<file path="src/rtl/seg_shift_ctrl.sv">
// ----------------------------------------------------------------------------
// seg_shift_ctrl
//   Sequencer for the board's serial 7-segment shift chain. A segment image
//   is captured on an accepted start, shifted out MSB-first on a divided
//   serial clock (seg_clk), and the display is then re-enabled (seg_pen) and
//   done is pulsed for one cycle.
//
// Parameters
//   DATA_W       width of the segment image / bits shifted per transfer
//   DIV          clk cycles per seg_clk phase (low and high each), 1..255
//   REFRESH_CYC  idle cycles between automatic retransmissions, >= 2
//                (only with SEG_AUTO_REFRESH_EN)
//
// Ports
//   clk       in   system clock, rising edge
//   rst       in   synchronous reset, active-high
//   start     in   transfer request, sampled only while busy=0
//   data      in   segment image, captured on the accepted start edge
//   busy      out  high while a transfer is in progress (incl. latch cycle)
//   done      out  one-cycle pulse at the end of a transfer
//   seg_clk   out  serial clock; chain samples on its rising edge
//   seg_sout  out  serial data, stable across each seg_clk rising edge
//   seg_pen   out  display enable; 0 while shifting, 1 after completion
//   seg_clrn  out  active-low chain clear; low during rst and one cycle after
//
// Optional feature (macro SEG_AUTO_REFRESH_EN)
//   When defined, an idle counter retransmits the last captured image every
//   REFRESH_CYC idle cycles. An external start in the same cycle wins.
// ----------------------------------------------------------------------------
module seg_shift_ctrl #(
  parameter int DATA_W      = 64,
  parameter int DIV         = 2,
  parameter int REFRESH_CYC = 50000
) (
  input  logic              clk,
  input  logic              rst,
  input  logic              start,
  input  logic [DATA_W-1:0] data,
  output logic              busy,
  output logic              done,
  output logic              seg_clk,
  output logic              seg_sout,
  output logic              seg_pen,
  output logic              seg_clrn
);

  localparam int CNT_W = (DATA_W > 1) ? $clog2(DATA_W) : 1;

  typedef enum logic [1:0] {
    IDLE,
    SHIFT_LO,
    SHIFT_HI,
    LATCH
  } state_t;

  state_t             state;
  logic [DATA_W-1:0]  shift_reg;
  logic [DATA_W-1:0]  shift_nxt;
  logic [CNT_W-1:0]   bit_cnt;
  logic [7:0]         phase_cnt;
  logic               clrn_q;     // first stage of the post-reset clear stretch
  logic               load_go;
  logic [DATA_W-1:0]  load_val;
  logic               phase_end;

`ifdef SEG_AUTO_REFRESH_EN
  localparam int IDLE_W = (REFRESH_CYC > 1) ? $clog2(REFRESH_CYC) : 1;
  logic [DATA_W-1:0]  shadow_reg;
  logic [IDLE_W-1:0]  idle_cnt;
`endif

  assign shift_nxt = shift_reg << 1;
  assign phase_end = (phase_cnt == 8'(DIV - 1));

  // Decide whether a transfer begins this cycle and which image it carries.
  // NOTE: every output of a combinational block gets a default first so no
  // path leaves it unassigned; otherwise a latch is inferred.
  always_comb begin
    load_go  = 1'b0;
    load_val = data;
    if (state == IDLE) begin
      if (start) begin
        load_go = 1'b1;
`ifdef SEG_AUTO_REFRESH_EN
      end else if (idle_cnt == IDLE_W'(REFRESH_CYC - 1)) begin
        load_go  = 1'b1;
        load_val = shadow_reg;
`endif
      end
    end
  end

  // NOTE: all state here is updated with non-blocking assignments so every
  // register samples pre-edge values, independent of statement order.
  always_ff @(posedge clk) begin
    if (rst) begin
      // NOTE: the shift/data registers are reset too, so a reset always
      // leaves seg_sout at a known 0 and no stale image survives.
      state     <= IDLE;
      shift_reg <= '0;
      bit_cnt   <= '0;
      phase_cnt <= '0;
      busy      <= 1'b0;
      done      <= 1'b0;
      seg_clk   <= 1'b0;
      seg_sout  <= 1'b0;
      seg_pen   <= 1'b0;
      clrn_q    <= 1'b0;
      seg_clrn  <= 1'b0;
`ifdef SEG_AUTO_REFRESH_EN
      shadow_reg <= '0;
      idle_cnt   <= '0;
`endif
    end else begin
      // Two-stage release keeps the chain cleared one cycle past reset.
      clrn_q   <= 1'b1;
      seg_clrn <= clrn_q;
      done     <= 1'b0;

      unique case (state)
        IDLE: begin
          busy <= 1'b0;
          if (load_go) begin
            shift_reg <= load_val;
            bit_cnt   <= CNT_W'(DATA_W - 1);
            phase_cnt <= '0;
            seg_pen   <= 1'b0;
            busy      <= 1'b1;
            seg_clk   <= 1'b0;
            seg_sout  <= load_val[DATA_W-1];
            state     <= SHIFT_LO;
`ifdef SEG_AUTO_REFRESH_EN
            shadow_reg <= load_val;
            idle_cnt   <= '0;
          end else begin
            idle_cnt <= idle_cnt + 1'b1;
`endif
          end
        end

        SHIFT_LO: begin
          if (phase_end) begin
            phase_cnt <= '0;
            seg_clk   <= 1'b1;
            state     <= SHIFT_HI;
          end else begin
            phase_cnt <= phase_cnt + 8'd1;
          end
        end

        SHIFT_HI: begin
          if (phase_end) begin
            phase_cnt <= '0;
            seg_clk   <= 1'b0;
            if (bit_cnt == '0) begin
              done  <= 1'b1;
              state <= LATCH;
            end else begin
              // Next bit is presented together with the falling seg_clk so it
              // has a full low phase of setup before the next rising edge.
              shift_reg <= shift_nxt;
              seg_sout  <= shift_nxt[DATA_W-1];
              bit_cnt   <= bit_cnt - 1'b1;
              state     <= SHIFT_LO;
            end
          end else begin
            phase_cnt <= phase_cnt + 8'd1;
          end
        end

        LATCH: begin
          busy    <= 1'b0;
          seg_pen <= 1'b1;
          state   <= IDLE;
        end

        default: state <= IDLE;
      endcase
    end
  end

endmodule

</file>
<file path="config.mk">
export PLATFORM = sky130hd
export DESIGN_NAME = seg_shift_ctrl
export DESIGN_NICKNAME = d
export VERILOG_FILES = /design/src/rtl/seg_shift_ctrl.sv
export SDC_FILE = /design/constraint.sdc
export NUM_CORES = 1
export LEC_CHECK = 0
export ABC_AREA = 1
export CORE_ASPECT_RATIO = 1.4
export CORE_UTILIZATION = 45
export DETAILED_ROUTE_END_ITERATION = 16
export PLACE_DENSITY = 0.72
export RECOVER_POWER = 100
export SLEW_MARGIN = 5
export SYNTH_ARGS = -nofsm -noshare
export SYNTH_HDL_FRONTEND = slang
export SYNTH_SLANG_ARGS = --single-unit
</file>
<file path="constraint.sdc">
create_clock -name clk -period 1.9 [get_ports clk]
set_input_delay 0.38 -clock clk [delete_from_list [all_inputs] [get_ports clk]]
set_output_delay 0.38 -clock clk [all_outputs]
set_load 0.03 [all_outputs]
</file>
==> impl_metrics.py, run 1 <==
metrics = {
    "cells_and_area": {
        "final_common_cell": "nand2_1",
        "stdcell_area_mm2": 0.00566,
        "syn_to_final_growth_pct": 27.2,
        "final_layout_size_suffix_gt1_share_pct": 5.84,
        "largest_reg_flops": 63,
        "num_antenna_cells": 0,
        "final_cell_mix": "nand2_1, nor2_1, dfxtp_1",
        "stdcell_count": 919,
        "ff_latch_area_mm2": 0.00172,
        "final_net_count": 859,
        "multi_input_area_mm2": 0.00218,
        "n_fill_cell": 900,
    },
    "worst_setup_path": {
        "start_kind": "flip-flop",
        "crit_start": "phase_cnt[1]",
        "timing.rr.end": "shift_reg[43]",
        "worstSetupEndpointType": "flip-flop",
        "crit_end": "shift_reg[43]",
        "reg2regPathDepth": 12,
        "critical_path_required_ns": 2.16,
        "r2r_slack_ns": 0.08,
        "crit_type": "reg -> reg",
        "crit_fanout": 11,
        "r2r-start": "phase_cnt[1]",
        "arrival_ns": 2.09,
    },
    "job": {
        "max_cap_viol_count": 0,
    },
    "floorplanning": {
        "row_count": 42,
        "die_height_um": 120,
        "start_util_pct": 46.8,
        "die_w_um": 86.0,
        "coreArea_mm2": 0.00951,
        "boundaryPins": 73,
        "die-area_mm2": 0.0103,
    },
    "synthesis": {
        "synth.area.top_cells": "dfxtp_1, nand2_1, nor2_1",
        "synth_top_area_share_pct": 38.7,
        "ys_ff_latch": 86,
        "synth-seq-area-share_pct": 38.7,
        "syn-num-nets": 795,
        "synthCells": 720,
        "synth_area_mm2": 0.00445,
        "ys_warn_count": 0,
        "yosysTopAreaCell": "dfxtp_1",
        "yosysUniqueCellTypes": 29,
        "syn_area_per_cell_um2": 6.18,
    },
    "pwr": {
        "power_density_mw_per_mm2": 1560,
        "clkPwrFrac_pct": 18.7,
        "p_leak_nw": 2.78,
        "seqPwrFrac_pct": 31.8,
        "power.internal_mw": 5.26,
        "pwr-share-comb_pct": 49.5,
        "ir_drop_mv": 0.650,
        "net-switching-power_mw": 3.55,
        "p_sw_share_pct": 40.3,
    },
    "drt": {
        "detail_route.wl_per_cell_um": 10.9,
        "drc": 0,
        "first_pass_iters": 4,
        "vias_per_cell": 4.65,
        "drtIter0Drc": 208,
        "wl_mm": 9.99,
        "vias": 4273,
        "ant_nets": 0,
    },
    "timing": {
        "min_period_over_period_pct": 96.0,
        "final_max_slew_viol_count": 0,
        "max_clock_freq_ghz": 0.548,
        "worst_pin_slew_ns": 0.431,
        "slew_headroom_pct": 71.3,
        "hold_viol": 0,
        "finClkSkew_ns": 0.00487,
        "period_needed_ns": 1.82,
        "finalSetupViolCount": 0,
    },
    "grt": {
        "grt_usage_pct": 19.6,
        "grt_pass1_wl_mm": 16.3,
        "use_met1_pct": 21.0,
        "grt.busiest_layer": "met2",
        "antenna_found_initial": 0,
        "grt_max_degree": 67,
        "grt_pass1_vias": 4037,
        "grt_util_met3_pct": 3.65,
        "met2_usage_pct": 36.4,
        "gr-total-overflow": 0,
    },
    "cts": {
        "clk_pin_slew_worst_paths_ns": 0.06,
        "cts_tree": "done",
        "cts_made_buffers": 9,
        "root_buffer": "clkbuf_16",
        "htreeDepth": 3,
        "clock_latency_ns": 0.34,
        "clockBufferDepth": 2,
        "cts.sinks": 86,
    },
    "placed_design": {
        "place_inst": 899,
        "place_area_mm2": 0.00531,
        "hpwl_mm": 6.43,
        "gp_congestion": 0.812,
        "portBuffers": 72,
    },
    "run_status": {
        "status": "finished clean",
    },
    "worst_hold_path": {
        "min_path_type": "reg -> reg",
    },
}
==> worst min path at each step <==
stage / startpoint / end / slack, ns / depth (start not counted)
5_1_grt: clrn_q / seg_clrn / 0.44 / 2
3_3_place_gp: clrn_q / seg_clrn / 0.41 / 2
3_5_place_dp: clrn_q / seg_clrn / 0.40 / 2
2_1_floorplan: clrn_q / seg_clrn / 0.39 / 2
4_1_cts: clrn_q / seg_clrn / 0.41 / 2
6_report: clrn_q / seg_clrn / 0.41 / 2
==> cell families after synthesis <==
family	count (synthesis)	share of synthesized area, %
DFF	86	38.7
AOI/OAI and AO/OA	88	10.1
xor gates and xnor gates	2	0.394
buffers and inverters	129	12.3
and+or+nand+nor	407	36.3
adders and majority gates	8	2.25
==> power groups by stage <==
stage | Clock, mW | Combinational (mW) | Sequential, mW
2_1_floorplan | 0 | 3.11 | 2.83
3_3_place_gp | 0 | 3.89 | 2.81
3_5_place_dp | 0 | 4.02 | 2.84
4_1_cts | 1.68 | 4.06 | 2.81
5_1_grt | 1.75 | 5.05 | 2.88
6_report | 1.65 | 4.36 | 2.81
==> stage by stage <==
step / setup slack, ns / util, % / TNS, ns / total power, mW / hold slack (ns)
2_1_floorplan: 0.175 / - / 0 / 5.94 / 0.388
3_3_place_gp: 0.129 / 55.8 / 0 / 6.70 / 0.412
3_5_place_dp: 0.0974 / 55.8 / 0 / 6.86 / 0.400
4_1_cts: 0.118 / 58.7 / 0 / 8.55 / 0.415
5_1_grt: -0.0221 / 59.5 / -0.0221 / 9.68 / 0.435
6_report: 0.0761 / 59.5 / 0 / 8.81 / 0.414
==> final cells by class <==
type	instances	share of cell area [%]
multi-input combinational	505	38.5
sequential	86	30.4
timing repair buffer	93	17.3
inverter	89	5.97
clock buffer	13	4.78
tap	132	2.92
clock inverter	1	0.0885
==> per-layer routing <==
metal | part of all wire (%) | up-vias
met5 | 0 | -
met4 | 2.3 | 0
met3 | 3.4 | 17
met2 | 50 | 73
met1 | 45 | 1876
li1 | - | 2307
==> timing repair <==
item / in CTS / in global routing
hold buffers: 0 / 0
resized for setup: 0 / 2
setup endpoints to repair: 0 / 21
buffers inserted: 0 / 2
==> worst max-delay path, cell delays in order, from the launching register on <==
cell and delay [ns]:
dfxtp_1 0.33, inv_1 0.09, ha_1 0.20, nand2_1 0.07
nor2_1 0.12, nand2_2 0.14, nand2_4 0.14, nand3_4 0.09
buf_12 0.16, buf_12 0.14, nand2_1 0.05, nand2_1 0.08
nor2_1 0.15
==> synth_stat cells <==
cell type  count
nand3_1       11
buf_6          3
nand4_1       11
o21ai_2        1
nand3_4        1
nand3_2        1
inv_2          9
nor3_1         2
clkbuf_1      17
o21ai_0       68
xor2_1         2
nand2_1      229
a21oi_1       16
buf_4          6
nand3b_1       1
buf_1          1
nor2_1       146
dfxtp_1       86
nand2_2        1
nand2_4        1
clkinv_1       1
buf_2         13
o22ai_1        1
a211oi_1       2
inv_1         79
or2_2          1
ha_1           8
or2_1          1
nor4_1         1
Power figures use the tool's default switching activity.
==> inputs of run 2 (changes only) <==
==> constraint.sdc (replaced) <==
create_clock -name clk -period 2.1 [get_ports clk]
set_input_delay 0.42 -clock clk [delete_from_list [all_inputs] [get_ports clk]]
set_output_delay 0.42 -clock clk [all_outputs]
set_load 0.03 [all_outputs]
==> impl_metrics.py, run 2 (same netlist as run 1, synthesis figures left out) <==
metrics = {
    "cells_and_area": {
        "final_common_cell": "nand2_1",
        "syn_to_final_growth_pct": 25.2,
        "final_net_count": 853,
        "n_fill_cell": 898,
        "largest_reg_flops": 63,
        "stdcell_count": 915,
        "final_layout_size_suffix_gt1_share_pct": 5.49,
        "num_antenna_cells": 0,
        "final_cell_mix": "nand2_1, nor2_1, dfxtp_1",
    },
    "grt": {
        "grt_usage_pct": 18.4,
        "antenna_found_initial": 0,
        "use_met1_pct": 21.6,
        "grt_pass1_wl_mm": 15.4,
        "grt_max_degree": 127,
        "grt_util_met3_pct": 2.82,
        "met2_usage_pct": 32.5,
        "grt.busiest_layer": "met2",
        "grt_pass1_vias": 3726,
        "gr-total-overflow": 0,
    },
    "drt": {
        "ant_nets": 0,
        "first_pass_iters": 6,
        "vias_per_cell": 4.66,
        "wl_mm": 9.15,
        "detail_route.wl_per_cell_um": 10.0,
        "drtIter0Drc": 220,
        "drc": 0,
        "vias": 4264,
    },
    "timing": {
        "finalSetupViolCount": 0,
        "period_needed_ns": 1.87,
        "worst_pin_slew_ns": 0.561,
        "fin_ws_ns": 0.231,
        "min_period_over_period_pct": 89.0,
        "max_clock_freq_ghz": 0.535,
        "hold_viol": 0,
        "rsz0062_at_grt": "false",
        "finClkSkew_ns": 0.00864,
        "slew_headroom_pct": 62.6,
        "fin_setup_tns_ns": 0,
        "final_max_slew_viol_count": 0,
    },
    "pwr": {
        "power_density_mw_per_mm2": 1360,
        "ir_drop_mv": 0.679,
        "p_leak_nw": 2.73,
    },
    "job": {
        "max_cap_viol_count": 0,
    },
    "worst_setup_path": {
        "cp_common_cell": "nand2_1",
        "arrival_ns": 2.10,
        "start_kind": "flip-flop",
        "reg2regPathDepth": 9,
        "crit_type": "reg -> reg",
        "slowest_stage": "dfxtp_1",
        "crit_cells": 9,
        "path_buf_inv": 3,
        "worstSetupEndpointType": "flip-flop",
        "crit_path_max_incr_delay_ns": 0.34,
        "crit_chain": "inv_1 > ha_1 > clkinv_1 > or2_0 > nand3_4 > buf_4 > nand2_1 > nand2_1 > nor2_1",
        "crit_fanout": 28,
        "crit_family": "simple AND/OR/NAND/NOR gates",
        "critical_path_required_ns": 2.33,
    },
    "cts": {
        "cts_tree": "done",
        "clock_latency_ns": 0.34,
        "clk_pin_slew_worst_paths_ns": 0.06,
        "htreeDepth": 3,
        "root_buffer": "clkbuf_16",
        "cts_made_buffers": 9,
        "hold_buffers": 0,
        "clockBufferDepth": 2,
        "cts.sinks": 86,
    },
    "placed_design": {
        "gp_congestion": 0.856,
        "hpwl_mm": 6.09,
        "portBuffers": 72,
        "place_inst": 896,
        "dp_slack_ns": 0.186,
    },
    "floorplanning": {
        "die_height_um": 120,
        "die_w_um": 86.0,
        "coreArea_mm2": 0.00951,
        "boundaryPins": 73,
        "die-area_mm2": 0.0103,
        "start_util_pct": 46.8,
        "row_count": 42,
    },
    "worst_hold_path": {
        "min_path_type": "reg -> reg",
        "hold_path_depth": 2,
    },
    "run_status": {
        "status": "finished clean",
    },
}
run 2: cell types whose count changed in the layout (fill, tap and decap cells not counted), moves of 2 or more:
cell / change
clkbuf_8: -2
buf_4: -2
buf_12: -5
clkbuf_1: -2
buf_6: +2
run 2: tightest hold or removal path, delay by kind of cell (launching register included):
kind	cells	cell delay, ns
buffers and inverters	1	0.04
flip-flops	1	0.30
AND/OR/NAND/NOR	1	0.03
run 2: worst paths after layout:
path	from	to	slack, ns
max reg2reg	state[1]	shift_reg[25]	0.23
max	state[1]	shift_reg[25]	0.23
min	clrn_q	seg_clrn	0.41
min reg2reg	clrn_q	seg_clrn	0.41
run 2: stage by stage:
stage	instance area [µm²]	hold slack (ns)	total power [mW]	utilization (%)
2_1_floorplan	4450	0.388	5.37	-
3_3_place_gp	5290	0.411	5.98	55.6
3_5_place_dp	5290	0.395	6.10	55.6
4_1_cts	5590	0.410	7.73	58.8
5_1_grt	5570	0.429	8.33	58.6
6_report	5570	0.408	7.57	58.6
run 2: layout make-up:
cell class | instances | area (µm²) | area share, %
clock buffers | 10 | 239 | 4.29
clock inverters | 6 | 61.3 | 1.10
inverters | 89 | 337 | 6.04
multi-input cells | 506 | 2190 | 39.3
flip-flops and latches | 86 | 1720 | 30.9
well taps | 132 | 165 | 2.96
repair buffers | 86 | 856 | 15.4
run 2: power by group:
group,internal [mW],total [mW],switching (mW)
clock,0.949,1.59,0.644
combinational,1.24,3.44,2.21
sequential,2.32,2.53,0.217
total,4.50,7.57,3.07
run 2: repair_timing:
| item | 4_1_cts | 5_1_grt |
|---|---|---|
| hold endpoints to repair | 0 | 0 |
| setup buffers | 0 | 2 |
| endpoints found under the setup margin | 0 | 12 |
| gates resized for setup | 0 | 1 |
run 2: routing by layer:
layer / routed length [µm] / share of wire, %
met2: 4480 / 49
met3: 292 / 3.2
met5: 0 / 0
met1: 4200 / 46
met4: 178 / 1.9
==> inputs of run 3 (changes only) <==
==> constraint.sdc (replaced) <==
create_clock -name clk -period 1.95 [get_ports clk]
set_input_delay 0.39 -clock clk [delete_from_list [all_inputs] [get_ports clk]]
set_output_delay 0.39 -clock clk [all_outputs]
set_load 0.03 [all_outputs]
==> impl_metrics.py, run 3 (same netlist as run 1, synthesis figures left out) <==
metrics = {
    "worst_setup_path": {
        "r2r_slack_ns": 0.19,
        "path_buf_inv": 1,
        "arrival_ns": 1.41,
        "start_kind": "flip-flop",
        "crit_chain": "dlygate4sd3_1",
        "slowest_stage": "dlygate4sd3_1",
        "critical_path_required_ns": 1.56,
        "crit_family": "buffers and inverters",
        "crit_type": "reg -> out",
        "worstSetupEndpointType": "primary output",
        "crit_fanout": 2,
        "crit_path_max_incr_delay_ns": 0.75,
    },
    "floorplanning": {
        "die_w_um": 86.0,
        "coreArea_mm2": 0.00951,
        "start_util_pct": 46.8,
        "die_height_um": 120,
        "die-area_mm2": 0.0103,
        "row_count": 42,
        "boundaryPins": 73,
    },
    "worst_hold_path": {
        "min_path_type": "reg -> reg",
    },
    "run_status": {
        "status": "finished clean",
    },
    "grt": {
        "grt_pass1_vias": 4054,
        "grt_pass1_wl_mm": 16.3,
        "gr-total-overflow": 0,
        "grt_max_degree": 67,
        "antenna_found_initial": 0,
        "grt_usage_pct": 19.5,
    },
    "cts": {
        "clockBufferDepth": 2,
        "cts_tree": "done",
        "hold_buffers": 0,
        "htreeDepth": 3,
        "cts_made_buffers": 9,
        "cts_setup_buffers": 0,
        "root_buffer": "clkbuf_16",
        "clock_latency_ns": 0.34,
        "cts.sinks": 86,
        "cts_resized": 0,
        "clk_pin_slew_worst_paths_ns": 0.06,
    },
    "timing": {
        "finalSetupViolCount": 0,
        "min_period_over_period_pct": 92.4,
        "final_max_slew_viol_count": 0,
        "hold_viol": 0,
        "fin_setup_tns_ns": 0,
        "rsz0062_at_grt": "false",
        "worst_pin_slew_ns": 0.837,
        "timing.hold.ws_ns": 0.408,
        "slew_headroom_pct": 44.2,
        "period_needed_ns": 1.80,
        "finClkSkew_ns": 0.00687,
        "max_clock_freq_ghz": 0.555,
    },
    "cells_and_area": {
        "final_common_cell": "nand2_1",
        "final_layout_size_suffix_gt1_share_pct": 5.26,
        "stdcell_count": 911,
        "final_cell_mix": "nand2_1, nor2_1, dfxtp_1",
        "n_fill_cell": 924,
        "final_net_count": 849,
        "final_util_pct": 58.6,
        "num_antenna_cells": 0,
        "syn_to_final_growth_pct": 25.3,
        "largest_reg_flops": 63,
    },
    "drt": {
        "vias": 4250,
        "drtIter0Drc": 246,
        "first_pass_iters": 4,
        "vias_per_cell": 4.67,
        "ant_nets": 0,
        "wl_mm": 9.44,
        "drc": 0,
        "detail_route.wl_per_cell_um": 10.4,
    },
    "job": {
        "max_cap_viol_count": 0,
    },
    "placed_design": {
        "hpwl_mm": 6.34,
        "place_inst": 895,
        "gp_congestion": 0.834,
        "portBuffers": 72,
    },
    "pwr": {
        "ir_drop_mv": 0.751,
        "power_density_mw_per_mm2": 1480,
        "totalPowerFinal_mw": 8.24,
        "p_leak_nw": 2.72,
    },
}
## run 3: cell types whose count changed in the layout (fill, tap and decap cells not counted), sizes merged
cell and delta:
nand3 -1, clkinvlp -1, clkbuf +5, clkinv -3, buf -4
## run 3: path summary, 6_finish.rpt
kind | from | end | cells after the start
max reg2reg | state[1] | phase_cnt[4] | 8
min | clrn_q | seg_clrn | 2
min reg2reg | clrn_q | seg_clrn | 2
max | seg_sout | seg_sout | 1
## run 3: stage by stage
step                      setup WS, ns  cell area (µm²)
after global placement           0.179             5290
final                            0.147             5570
after global routing            0.0275             5570
after CTS                       0.0865             5610
after floorplan                  0.225             4450
after detailed placement         0.135             5290
## run 3: power breakdown
group          switching, mW  total, mW  internal [mW]
clock                  0.652       1.75           1.10
sequential             0.245       2.74           2.50
combinational           2.40       3.74           1.34
## run 3: final cells by class
cell class                      count  area, µm²  share of cell area (%)
Clock buffer                       14        274                    4.92
Clock inverter                      2       38.8                   0.696
Inverter                           89        335                    6.02
Multi-Input combinational cell    505       2180                    39.2
Sequential cell                    86       1720                    30.9
Tap cell                          132        165                    2.96
Timing Repair Buffer               83        852                    15.3
## run 3: per-layer routing
metal	global-route usage, %	routed length, µm	vias up
met1	21.3	4200	1879
met4	8.96	168	0
met2	35.7	4730	75
met3	3.78	352	12
li1	-	-	2284
met5	0	0	-
